===== src/rtl/inj_pkg.sv =====
// Shared types and output-off constants for the peak-and-hold injector bank.
package inj_pkg;

  typedef enum logic [1:0] {
    IDLE  = 2'd0,
    PEAK  = 2'd1,
    HOLD  = 2'd2,
    FAULT = 2'd3
  } inj_state_t;

  localparam logic SET_OFF     = 1'b0;
  localparam logic RESET_OFF   = 1'b1;
  localparam logic FLYBACK_OFF = 1'b0;

endpackage


===== src/rtl/injector_ph_channel.sv =====
// One peak-and-hold injector channel: FSM, optional peak-timeout counter and
// registered drive outputs. Peak timeout/FAULT built only with INJ_PEAK_TIMEOUT_EN.
module injector_ph_channel
  import inj_pkg::*;
#(
  parameter int CNT_W = 16
) (
  input  logic             clk,
  input  logic             rst,
  input  logic             enable,
  input  logic             peak,
  input  logic             hold,
  input  logic             tick,
  input  logic [CNT_W-1:0] peak_timeout,
  output logic             set,
  output logic             reset,
  output logic             flyback,
  output logic             fault
);

  inj_state_t state, state_nxt;
  logic       set_nxt, reset_nxt, flyback_nxt;

`ifdef INJ_PEAK_TIMEOUT_EN
  localparam logic [CNT_W-1:0] ONE = {{(CNT_W-1){1'b0}}, 1'b1};
  logic [CNT_W-1:0] pcnt, pcnt_nxt;
  logic             timeout_hit;
  logic             fault_nxt;

  assign timeout_hit = (peak_timeout != '0) && (pcnt == peak_timeout - ONE);
`else
  logic unused_timeout;
  assign unused_timeout = ^peak_timeout;
  assign fault = 1'b0;
`endif

  always_comb begin
    state_nxt = state;
`ifdef INJ_PEAK_TIMEOUT_EN
    pcnt_nxt  = pcnt;
`endif
    case (state)
      IDLE: begin
        if (enable) begin
          state_nxt = PEAK;
`ifdef INJ_PEAK_TIMEOUT_EN
          pcnt_nxt  = '0;
`endif
        end
      end
      PEAK: begin
        if (!enable)    state_nxt = IDLE;
        else if (peak)  state_nxt = HOLD;
`ifdef INJ_PEAK_TIMEOUT_EN
        else if (timeout_hit) state_nxt = FAULT;
        else if (pcnt != '1)  pcnt_nxt = pcnt + ONE;
`endif
      end
      HOLD: begin
        if (!enable) state_nxt = IDLE;
      end
`ifdef INJ_PEAK_TIMEOUT_EN
      FAULT: begin
        if (!enable) state_nxt = IDLE;
      end
`endif
      default: state_nxt = IDLE;
    endcase
  end

  // Outputs are decoded from the next state so they move on the same edge as the FSM.
  always_comb begin
    set_nxt     = SET_OFF;
    reset_nxt   = RESET_OFF;
    flyback_nxt = FLYBACK_OFF;
`ifdef INJ_PEAK_TIMEOUT_EN
    fault_nxt   = 1'b0;
`endif
    case (state_nxt)
      PEAK: begin
        set_nxt   = 1'b1;
        reset_nxt = 1'b0;
      end
      HOLD: begin
        flyback_nxt = 1'b1;
        reset_nxt   = hold;
        set_nxt     = tick & ~hold;
      end
`ifdef INJ_PEAK_TIMEOUT_EN
      FAULT: fault_nxt = 1'b1;
`endif
      default: ;
    endcase
  end

  always_ff @(posedge clk or posedge rst) begin
    if (rst) begin
      state   <= IDLE;
      set     <= SET_OFF;
      reset   <= RESET_OFF;
      flyback <= FLYBACK_OFF;
`ifdef INJ_PEAK_TIMEOUT_EN
      fault   <= 1'b0;
      pcnt    <= '0;
`endif
    end else begin
      state   <= state_nxt;
      set     <= set_nxt;
      reset   <= reset_nxt;
      flyback <= flyback_nxt;
`ifdef INJ_PEAK_TIMEOUT_EN
      fault   <= fault_nxt;
      pcnt    <= pcnt_nxt;
`endif
    end
  end

endmodule


===== src/rtl/injector_ph_bank.sv =====
// N_CH-channel peak-and-hold injector bank with a shared hold-PWM period counter.
// Peak timeout / FAULT handling is compiled in with INJ_PEAK_TIMEOUT_EN.
module injector_ph_bank
  import inj_pkg::*;
#(
  parameter int N_CH  = 4,
  parameter int CNT_W = 16
) (
  input  logic             i_clk,
  input  logic             i_rst,
  input  logic [N_CH-1:0]  i_enable,
  input  logic [N_CH-1:0]  i_peak,
  input  logic [N_CH-1:0]  i_hold,
  input  logic [CNT_W-1:0] i_hold_period,
  input  logic [CNT_W-1:0] i_peak_timeout,
  output logic [N_CH-1:0]  o_set,
  output logic [N_CH-1:0]  o_reset,
  output logic [N_CH-1:0]  o_flyback,
  output logic [N_CH-1:0]  o_fault
);

  localparam logic [CNT_W-1:0] ONE = {{(CNT_W-1){1'b0}}, 1'b1};

  logic [CNT_W-1:0] cnt;
  logic             tick;

  assign tick = (i_hold_period != '0) && (cnt == '0);

  // A shrunk period that the count already exceeds wraps straight back to zero.
  always_ff @(posedge i_clk or posedge i_rst) begin
    if (i_rst)
      cnt <= '0;
    else if ((i_hold_period == '0) || (cnt >= i_hold_period - ONE))
      cnt <= '0;
    else
      cnt <= cnt + ONE;
  end

  for (genvar g = 0; g < N_CH; g++) begin : g_ch
    injector_ph_channel #(
      .CNT_W (CNT_W)
    ) u_ch (
      .clk          (i_clk),
      .rst          (i_rst),
      .enable       (i_enable[g]),
      .peak         (i_peak[g]),
      .hold         (i_hold[g]),
      .tick         (tick),
      .peak_timeout (i_peak_timeout),
      .set          (o_set[g]),
      .reset        (o_reset[g]),
      .flyback      (o_flyback[g]),
      .fault        (o_fault[g])
    );
  end

endmodule


===== config.mk =====
export PLATFORM = sky130hd
export DESIGN_NAME = injector_ph_bank
export DESIGN_NICKNAME = d
export VERILOG_FILES = /design/src/rtl/inj_pkg.sv /design/src/rtl/injector_ph_channel.sv /design/src/rtl/injector_ph_bank.sv
export SDC_FILE = /design/constraint.sdc
export NUM_CORES = 1
export LEC_CHECK = 0
export BUFFER_PORTS_ARGS = -buffer_cell sky130_fd_sc_hd__buf_2
export CORE_MARGIN = 3
export CORE_UTILIZATION = 53
export CTS_CLUSTER_DIAMETER = 120
export DETAILED_ROUTE_END_ITERATION = 12
export PLACE_DENSITY_LB_ADDON = 0.05
export SYNTH_ARGS = -nofsm -noshare
export SYNTH_HDL_FRONTEND = slang
export SYNTH_SLANG_ARGS = --single-unit

===== constraint.sdc =====
create_clock -name i_clk -period 2.5 [get_ports i_clk]
set_input_delay 0.125 -clock i_clk [delete_from_list [all_inputs] [get_ports i_clk]]
set_output_delay 0.125 -clock i_clk [all_outputs]
set_load 0.02 [all_outputs]

==> results of run 1 <==
placed cells by master, fill, tap and decap left out, types with 2 or more instances in the layout:
| cell | Yosys | final |
|---|---|---|
| xor2_1 | 13 | 13 |
| ha_1 | 27 | 25 |
| buf_2 | 0 | 41 |
| conb_1 | 1 | 4 |
| nand2_1 | 26 | 26 |
| a31oi_1 | 4 | 4 |
| buf_4 | 16 | 21 |
| xnor2_1 | 14 | 14 |
| o21ai_0 | 8 | 7 |
| inv_2 | 0 | 2 |
| nand3b_1 | 4 | 4 |
| nor4_1 | 6 | 4 |
| inv_1 | 22 | 20 |
| mux2i_1 | 3 | 3 |
| dfrtp_1 | 32 | 32 |
| clkbuf_8 | 0 | 6 |
| nand4_1 | 6 | 6 |
| nor2_1 | 33 | 33 |
| nor4_2 | 0 | 2 |
| nor3_1 | 7 | 6 |
| dfstp_2 | 4 | 4 |
| clkbuf_1 | 0 | 2 |
| nand3_1 | 8 | 8 |
| a21o_1 | 2 | 2 |
| a21oi_1 | 5 | 5 |
| nand2b_1 | 3 | 3 |
cells by family after synthesis:
family	count (synthesis)
AO/OA/AOI/OAI	22
XOR/XNOR	27
adder cells (fa/ha/maj)	27
buffers and inverters	39
flip-flops	36
multiplexers	3
other	1
AND/OR/NAND/NOR	101
registers in the layout, indices dropped and copies added (netlist names):
register           flops
g_ch.u_ch.reset        4
g_ch.u_ch.flyback      4
cnt                   16
g_ch.u_ch.state        8
g_ch.u_ch.set          4
final timing paths:
path	from	end	slack, ns
max	i_hold_period[5]	cnt[3]	0.15
min	i_hold[3]	g_ch[3].u_ch.reset	0.06
max reg2reg	cnt[0]	cnt[14]	0.38
min reg2reg	cnt[0]	cnt[0]	0.50
max in group asynchronous	i_rst	g_ch[1].u_ch.reset	1.32
min in group asynchronous	i_rst	g_ch[3].u_ch.set	0.44
layer usage:
metal,GRT usage,vias to the layer above
met3,0.03857,7
met4,0.05533,0
met5,0,-
met1,0.2329,848
met2,0.2936,26
li1,-,963
through the flow:
stage | hold slack (ns) | cells | power (µW)
finish | 0.05836 | 364 | 1574
global route | 0.06282 | 364 | 1676
CTS | 0.05244 | 364 | 1585
detailed placement | 0.2047 | 355 | 1165
global placement | 0.1883 | 355 | 1152
floorplan | 0.2320 | 259 | 1043
repair_timing:
item	4_1_cts	5_1_grt
resized for setup	0	2
hold buffers	1	0
endpoints found under the setup margin	0	16
endpoints found under the hold margin	12	0
buffers inserted	0	0
cell type report:
class                   instances  share of cell area
inverters                      22             0.02902
well taps                      50             0.02199
repair buffers                 64              0.1381
clock buffers                   8             0.03166
multi-input cells             184              0.4609
flip-flops and latches         36              0.3184
worst reg2reg max path: stages (launching register included):
cell,delay [ns]
dfrtp_1,0.41
inv_1,0.09
ha_1,0.26
nand2b_1,0.13
a2111oi_0,0.52
nand3b_1,0.23
nand4_4,0.12
buf_12,0.18
nor2_1,0.11
power breakdown:
| group | internal, µW | switching [µW] | total, µW |
|---|---|---|---|
| Clock | 225 | 190 | 415 |
| Combinational | 184 | 212 | 397 |
| Sequential | 667 | 95.1 | 762 |
| Total | 1080 | 497 | 1570 |
==> run_results.csv, run 1 <==
group,metric,value,unit
cells_and_area,diodes,0,
timing,max_freq,426.1,MHz
timing,tightest_slew,0.5124,ns
detailed_routing,wl_met2,2.112,mm
timing,fin_ws,0.1533,ns
timing,slew_headroom,0.6496,
cts,cts_root_buf,"clkbuf_8",
synth,synth_fa_ha_area_frac,0.1422,
setup_path,crit_slowest_cell,"or3_1",
detailed_routing,vias,1844,
synth,yosysMostFrequentCell,"nor2_1",
timing,hold_viol,0,
setup_path,end_kind,"flop",
cts,clockBufferDepth,2,
die,die_x,72.96,µm
timing,rsz0062_at_grt,"yes",
cells_and_area,fin_util,0.6819,
synth,yosys.area_share.simple,0.2096,
synth,avgSynthCellArea,9.281,µm²
detailed_routing,postRouteAntennaNets,0,
synth,syn_inst,256,
synth,synth_mux_area_frac,0.01264,
detailed_routing,wl_met1,2.048,mm
flow_run,drv_cap,0,
global_routing,grt_usage,0.1777,
detailed_routing,wl_met3,131,µm
global_routing,grt_pass1_vias,1751,
setup_path,crit_family,"simple AND/OR/NAND/NOR gates",
detailed_routing,wl_per_cell,11.92,µm
die,start_util,0.5694,
synth,synth_top_family_by_area,"simple AND/OR/NAND/NOR gates",
detailed_routing,firstDrtPassIters,4,
setup_path,crit_type,"input pin to flop",
setup_path,crit_required,2.67,ns
pwr,p_leak,0.001424,µW
cells_and_area,drive_above_1_share,0.2675,
cells_and_area,multi_input_area,1311,µm²
cells_and_area,fin_area,2845,µm²
setup_path,critical_path_buf_inv_count,3,
timing,fin_crit,2.347,ns
synth,synth_compound_area_frac,0.06319,
placement,pre_cts_ws,-0.2471,ns
global_routing,antenna_found_initial,0,
cts,cts_buffers,5,
cts,cts_tree,"built",
detailed_routing,highest_layer,"met4",
global_routing,grt_pass1_wl,7.431,mm
placement,io_buffers,41,
synth,synth_seq_cells,36,
detailed_routing,drc_errors,0,
synth,ys_seq_area_frac,0.3813,
cts,clk_pin_slew_worst_paths,0.07,ns
cts,cts_num_sinks,36,
synth,netlist_area,2376,µm²
cts,clk_latency,0.28,ns
synth,ys_warn_count,0,
hold_path,hold_class,"input pin to flop",
detailed_routing,finalWirelength,4.338,mm
cts,htreeDepth,2,
global_routing,grt_max_degree,23,
synth,synth_top_area_share,0.3370,
setup_path,r2r.worst_path.cells,8,
detailed_routing,viasPerCell,5.066,
placement,dp_hpwl,3.526,mm
die,fp.dieArea,5322,µm²
setup_path,cp.arrival,2.51,ns
setup_path,cp.depth,13,
cells_and_area,layout-area-overhead-vs-synth,19.75,%
die,fp-row-count,23,
cells_and_area,seq_area,905.9,µm²
die,pin_count,62,
timing,drv_slew,0,
synth,synthTopCellsByArea,"dfrtp_1 34%, ha_1 14%, nor2_1 5.2%",
synth,synth.distinct_cells,33,
die,die_h,72.96,µm
synth,async_flop_share,1.000,
pwr,p_per_area,553.1,nW/µm²
synth,yosys.area.top_type,"dfrtp_1",
synth,synthXorXnorAreaFrac,0.09953,
synth,synth-main-ff-cell,"dfrtp_1",
detailed_routing,drtIter0Drc,43,
synth,synth_edf_count,0,
setup_path,crit_fanout,16,
cells_and_area,nets,386,
synth,synth_top_cells_by_count,"33 x nor2_1, 32 x dfrtp_1, 27 x ha_1, 26 x nand2_1, 22 x inv_1",
timing,fin_setup_tns,0,ns
cells_and_area,fillCellCount,363,
setup_path,start_kind,"input pin",
run_status,status,"completed",
setup_path,max_stage_delay,0.37,ns
placement,post_dp_cell_area,2739,µm²
setup_path,path_cells,"buf_2, nor4_2, buf_4, nand3_1, or3_1, xor2_1, ha_2, nand4_1, nor3_1, nand3b_1, nand4_4, buf_12, nor2_1",
timing,finalCritPeriodShare,0.9387,
placement,gp_congestion,0.8553,
timing,finalSetupViolCount,0,
timing,skew,0.008760,ns
pwr,vdd_drop_max,0.4721,mV
global_routing,grt.overflow.total,0,
die,core,4173,µm²
hold_path,holdPathStages,3,
Power figures use the tool's default switching activity.
==> inputs of run 2 (changes only) <==
- CTS_CLUSTER_DIAMETER: 120 -> 40
- GPL_TIMING_DRIVEN: default -> 0
==> run 2 against run 1 <==
The flow now finishes with violations (negative hold slack, negative setup slack). Total power grew 2.7%. Sequential share of layout area down 2.1 points. Critical endpoint is now cnt[14]. Largest cell class unchanged. Global-route usage grew 0.27 points. Register-to-register slack lost 0.11 ns. Critical path depth grew 1.
==> run_results.csv, run 2 (synthesis results as in run 1) <==
group,metric,value,unit
placement,io_buffers,41,
die,fp.dieArea,5322,µm²
pwr,p_leak,0.001477,µW
global_routing,grt_max_degree,37,
cts,clk_pin_slew_worst_paths,0.07,ns
setup_path,end_kind,"flop",
global_routing,grt_usage,0.1805,
cells_and_area,largest_reg_flops,16,
timing,fin_ws,-0.01078,ns
cts,cts_num_sinks,36,
timing,drv_slew,0,
cells_and_area,drive_above_1_share,0.3417,
setup_path,path_cells,"buf_6, inv_2, ha_4, nor3b_4, nand3_2, or3_4, xor2_4, ha_4, a21o_1, a21o_1, a2111oi_4, nand4_4, clkbuf_16, nor2_1",
setup_path,max_stage_delay,0.44,ns
setup_path,reg2reg_from,"cnt[0]",
setup_path,startpoint,"i_hold_period[1]",
setup_path,crit_slowest_cell,"or3_4",
setup_path,crit_type,"input pin to flop",
detailed_routing,postRouteAntennaNets,0,
cells_and_area,reg_top3,"cnt (16), g_ch.u_ch.state (8)",
die,core,4173,µm²
cts,clockBufferDepth,2,
cts,cts_root_buf,"clkbuf_8",
cts,cts_buffers,5,
setup_path,start_kind,"input pin",
cts,cts_tree,"built",
run_status,violations,"negative hold slack, negative setup slack",
setup_path,critical_path_buf_inv_count,3,
die,die_h,72.96,µm
cells_and_area,mostFrequentLayoutCells,"39 x buf_2, 32 x dfrtp_1, 26 x nand2_1, 25 x ha_1, 24 x buf_4",
setup_path,crit_required,2.72,ns
detailed_routing,finalWirelength,4.671,mm
global_routing,antenna_found_initial,0,
detailed_routing,wl_per_cell,12.66,µm
timing,rsz0062_at_grt,"yes",
placement,gp_congestion,0.7638,
timing,hold_viol,32,
global_routing,grt_pass1_wl,7.541,mm
timing,timing.hold.ws,-0.03845,ns
global_routing,grt_pass1_vias,1759,
detailed_routing,vias,1866,
placement,dp_hpwl,3.354,mm
setup_path,cp.arrival,2.73,ns
detailed_routing,drc_errors,0,
flow_run,drv_cap,0,
setup_path,crit_family,"simple AND/OR/NAND/NOR gates",
cells_and_area,fin_area,3043,µm²
die,die_x,72.96,µm
cells_and_area,layout_commonest_cell,"buf_2",
pwr,p_per_area,531.2,nW/µm²
timing,finalCritPeriodShare,1.004,
pwr,total_power,1616,µW
setup_path,crit_fanout,5,
timing,fin_crit,2.511,ns
cells_and_area,fin_cells,369,
cts,htreeDepth,2,
run_status,status,"finished, violations left",
timing,slew_headroom,0.5100,
cells_and_area,diodes,0,
detailed_routing,drtIter0Drc,83,
timing,finalSetupViolCount,1,
global_routing,grt.overflow.total,0,
timing,skew,0.004827,ns
placement,placed_cells,350,
pwr,vdd_drop_max,0.4675,mV
timing,max_freq,398.3,MHz
detailed_routing,firstDrtPassIters,4,
hold_path,hold_class,"input pin to asynchronous set/reset pin",
cells_and_area,nets,391,
cts,clk_latency,0.28,ns
placement,pre_cts_ws,-0.4256,ns
die,fp-row-count,23,
placement,post_dp_cell_area,2693,µm²
die,start_util,0.5694,
cells_and_area,regMostFlops,"cnt",
die,pin_count,62,
timing,tightest_slew,0.7339,ns
cells_and_area,fillCellCount,353,
detailed_routing,viasPerCell,5.057,
cells_and_area,layout-area-overhead-vs-synth,28.07,%
==> run 2: worst reg2reg max path, delay by kind of cell (launching register included) <==
kind | cells | cell delay [ns]
simple gates | 4 | 0.64
fa+ha+maj | 1 | 0.27
flops | 1 | 0.45
buf+inv | 2 | 0.32
compound gates | 1 | 0.48
==> run 2: worst paths after layout <==
| kind | end | slack [ns] | depth (start not counted) |
|---|---|---|---|
| hold reg to reg | cnt[0] | 0.54 | 1 |
| min in group i_clk | g_ch[1].u_ch.reset | 0.07 | 3 |
| setup / recovery | cnt[14] | -0.01 | 14 |
| hold / removal | g_ch[3].u_ch.set | -0.04 | 2 |
| setup reg to reg | cnt[14] | 0.27 | 8 |
| max in group asynchronous | g_ch[0].u_ch.flyback | 2.07 | 2 |
==> run 2: repair_timing <==
item                                    CTS  global route
endpoints found under the setup margin   10            16
hold buffers                              0             0
pin swaps                                 2            18
gates resized for setup                   3            35
cloned                                    0             1
endpoints found under the hold margin     0             0
setup buffers                             4             6
==> run 2: metrics by stage <==
stage            util  TNS (ns)
2_1_floorplan       -         0
3_3_place_gp   0.6453    -5.267
3_5_place_dp   0.6453    -5.809
4_1_cts        0.6765         0
5_1_grt        0.7292    -1.582
6_report       0.7292  -0.01078
==> run 2: where the power goes <==
part	internal [µW]	leakage (µW)	switching, µW
Clock	198	0.0000395	190
Combinational	226	0.000970	237
Sequential	667	0.000467	98.2
==> run 2: routing by layer <==
layer | wire, µm | GRT usage | part of all wire
met2 | 2312 | 0.2926 | 0.49
met1 | 2179 | 0.2445 | 0.47
met4 | 40 | 0.04918 | 0.0086
met5 | 0 | 0 | 0
met3 | 138 | 0.03857 | 0.030
==> run 2: area by class of cell <==
cell class                 instances  area, µm²  share of cell area
multi-input combinational        184       1443              0.4741
sequential                        36      905.9              0.2977
timing repair buffer              52      329.1              0.1081
buffer                            17      135.1             0.04441
inverter                          22      87.58             0.02878
clock buffer                       8      80.08             0.02632
tap                               50      62.56             0.02056
==> inputs of run 3 (changes only) <==
- CELL_PAD_IN_SITES_DETAIL_PLACEMENT: default -> 0
- CELL_PAD_IN_SITES_GLOBAL_PLACEMENT: default -> 1
- CORE_UTILIZATION: 53 -> 41
- CTS_BUF_LIST: default -> sky130_fd_sc_hd__clkbuf_4
==> run 3 against run 2 <==
The flow now finishes without violations. Cell area down 5.1%. Wire length decreased by 4.9%. Count of clock-buffer cells in the layout decreased by 1. Total power down 8.7%. Clock power fell by 21%. Sequential cell count did not move. Worst hold slack improved by 0.054 ns. Sequential power decreased by 0.7%. Setup slack better by 0.12 ns. Clock skew grew 0.010 ns. Global-route usage decreased by 3.5 points. Utilization is 21 points lower. Largest cell class unchanged. Largest power group unchanged.
==> run_results.csv, run 3 (synthesis results as in run 1) <==
group,metric,value,unit
run_status,status,"completed",
hold_path,min_to,"g_ch[1].u_ch.reset",
placement,dp_hpwl,3.478,mm
setup_path,max_stage_delay,0.37,ns
setup_path,crit_slowest_cell,"or3_1",
pwr,p_per_area,511.1,nW/µm²
timing,tightest_slew,0.7108,ns
global_routing,grt_pass1_vias,1725,
detailed_routing,drc_errors,0,
setup_path,crit_fanout,10,
cts,cts_tree,"built",
setup_path,cp.arrival,2.66,ns
cts,htreeDepth,2,
cells_and_area,reg_top3,"cnt (16), g_ch.u_ch.state (8)",
cts,clk_pin_slew_worst_paths,0.11,ns
hold_path,hp-start,"i_hold[1]",
setup_path,start_kind,"input pin",
detailed_routing,vias,1814,
timing,fin_setup_tns,0,ns
placement,post_dp_cell_area,2748,µm²
pwr,p_leak,0.001434,µW
cells_and_area,largest_reg_flops,16,
cells_and_area,layout-area-overhead-vs-synth,21.49,%
timing,slew_headroom,0.5256,
detailed_routing,firstDrtPassIters,6,
cts,clockBufferDepth,2,
global_routing,antenna_found_initial,0,
flow_run,drv_cap,0,
global_routing,grt_max_degree,21,
cts,cts_buffers,5,
timing,drv_slew,0,
cells_and_area,layout_commonest_cell,"buf_2",
setup_path,rrSetupSlack,0.48,ns
detailed_routing,wl_per_cell,11.51,µm
timing,rsz0062_at_grt,"yes",
setup_path,path_cells,"buf_2, inv_2, ha_4, nor3b_4, nand3_2, or3_1, xor2_1, ha_2, nand4_1, nor2_1, a2111oi_4, nand4_4, buf_6, nor2_1",
cells_and_area,seq_area,905.9,µm²
cells_and_area,fin_cells,386,
setup_path,reg2reg_from,"cnt[0]",
hold_path,hold_class,"input pin to flop",
detailed_routing,viasPerCell,4.699,
cells_and_area,nets,387,
setup_path,crit_type,"input pin to flop",
die,die_x,82.13,µm
placement,pre_cts_ws,-0.5271,ns
cells_and_area,mostFrequentLayoutCells,"41 x buf_2, 33 x nor2_1, 32 x dfrtp_1, 26 x nand2_1, 25 x ha_1",
timing,fin_ws,0.1140,ns
die,fp.dieArea,6745,µm²
timing,max_freq,419.1,MHz
cells_and_area,drive_above_1_share,0.2834,
hold_path,holdPathStages,3,
detailed_routing,drtIter0Drc,51,
cells_and_area,regMostFlops,"cnt",
setup_path,r2r-end,"cnt[0]",
global_routing,grt.overflow.total,0,
die,pin_count,62,
timing,fin_crit,2.386,ns
timing,hold_viol,0,
die,start_util,0.4263,
cells_and_area,fin_area,2887,µm²
setup_path,r2r.worst_path.cells,8,
cells_and_area,diodes,0,
setup_path,end_kind,"flop",
cts,cts_root_buf,"clkbuf_4",
die,die_h,82.13,µm
global_routing,grt_pass1_wl,7.500,mm
pwr,vdd_drop_max,0.3380,mV
cells_and_area,multi_input_area,1344,µm²
die,core,5574,µm²
timing,finalCritPeriodShare,0.9544,
placement,gp_congestion,0.7370,
placement,placed_cells,373,
placement,io_buffers,41,
cells_and_area,fillCellCount,570,
global_routing,grt_usage,0.1459,
setup_path,crit_required,2.77,ns
die,fp-row-count,27,
timing,finalSetupViolCount,0,
cts,clk_latency,0.33,ns
cts,cts_num_sinks,36,
timing,skew,0.01505,ns
pwr,total_power,1475,µW
detailed_routing,postRouteAntennaNets,0,
detailed_routing,finalWirelength,4.444,mm
setup_path,cpMostUsedCell,"nor2_1",
-- run 3: worst max path at each step --
stage          depth (start not counted)  slack, ns     end             start
6_report                              14       0.11  cnt[0]  i_hold_period[0]
5_1_grt                               14     -0.004  cnt[4]  i_hold_period[0]
4_1_cts                               14       0.03  cnt[0]  i_hold_period[0]
3_5_place_dp                          12      -0.53  cnt[0]  i_hold_period[5]
3_3_place_gp                          12      -0.50  cnt[0]  i_hold_period[5]
2_1_floorplan                         13       0.01  cnt[0]  i_hold_period[0]
-- run 3: worst max-delay path: cells and delay by family --
| family | cells | cell delay [ns] |
|---|---|---|
| XOR/XNOR | 1 | 0.17 |
| buffers and inverters | 3 | 0.37 |
| AND/OR/NAND/NOR | 7 | 1.22 |
| AO/OA/AOI/OAI | 1 | 0.35 |
| adder cells (fa/ha/maj) | 2 | 0.42 |
-- run 3: cell type report --
type | count | area share
timing repair buffer | 48 | 0.09710
inverter | 22 | 0.02861
multi-input combinational | 184 | 0.4655
buffer | 17 | 0.04551
clock buffer | 7 | 0.01821
tap | 72 | 0.03121
sequential | 36 | 0.3138
-- run 3: metrics by stage --
step	hold slack [ns]	utilization
2_1_floorplan	0.2320	-
6_report	0.01557	0.5178
3_5_place_dp	0.2787	0.4929
5_1_grt	0.01451	0.5178
3_3_place_gp	0.3508	0.4880
4_1_cts	0.006413	0.5131
-- run 3: what timing repair did --
| item | CTS | global route |
|---|---|---|
| gates resized for setup | 3 | 3 |
| endpoints found under the setup margin | 15 | 15 |
| buffers inserted | 4 | 1 |
| pin swaps | 1 | 4 |
| hold endpoints to repair | 14 | 0 |
| hold buffers | 1 | 0 |
| gates cloned | 0 | 0 |
-- run 3: power breakdown --
group          internal (µW)  switching [µW]
Sequential               666            94.5
Combinational            198             209
Clock                    128             180
Total                    992             483
-- run 3: layer usage --
metal	wire (µm)	up-vias	share of wire	GRT usage
li1	-	956	-	-
met1	2126	833	0.48	0.1952
met2	2158	22	0.49	0.2351
met3	146	3	0.033	0.03254
met4	14	0	0.0032	0.04485
met5	0	-	0	0
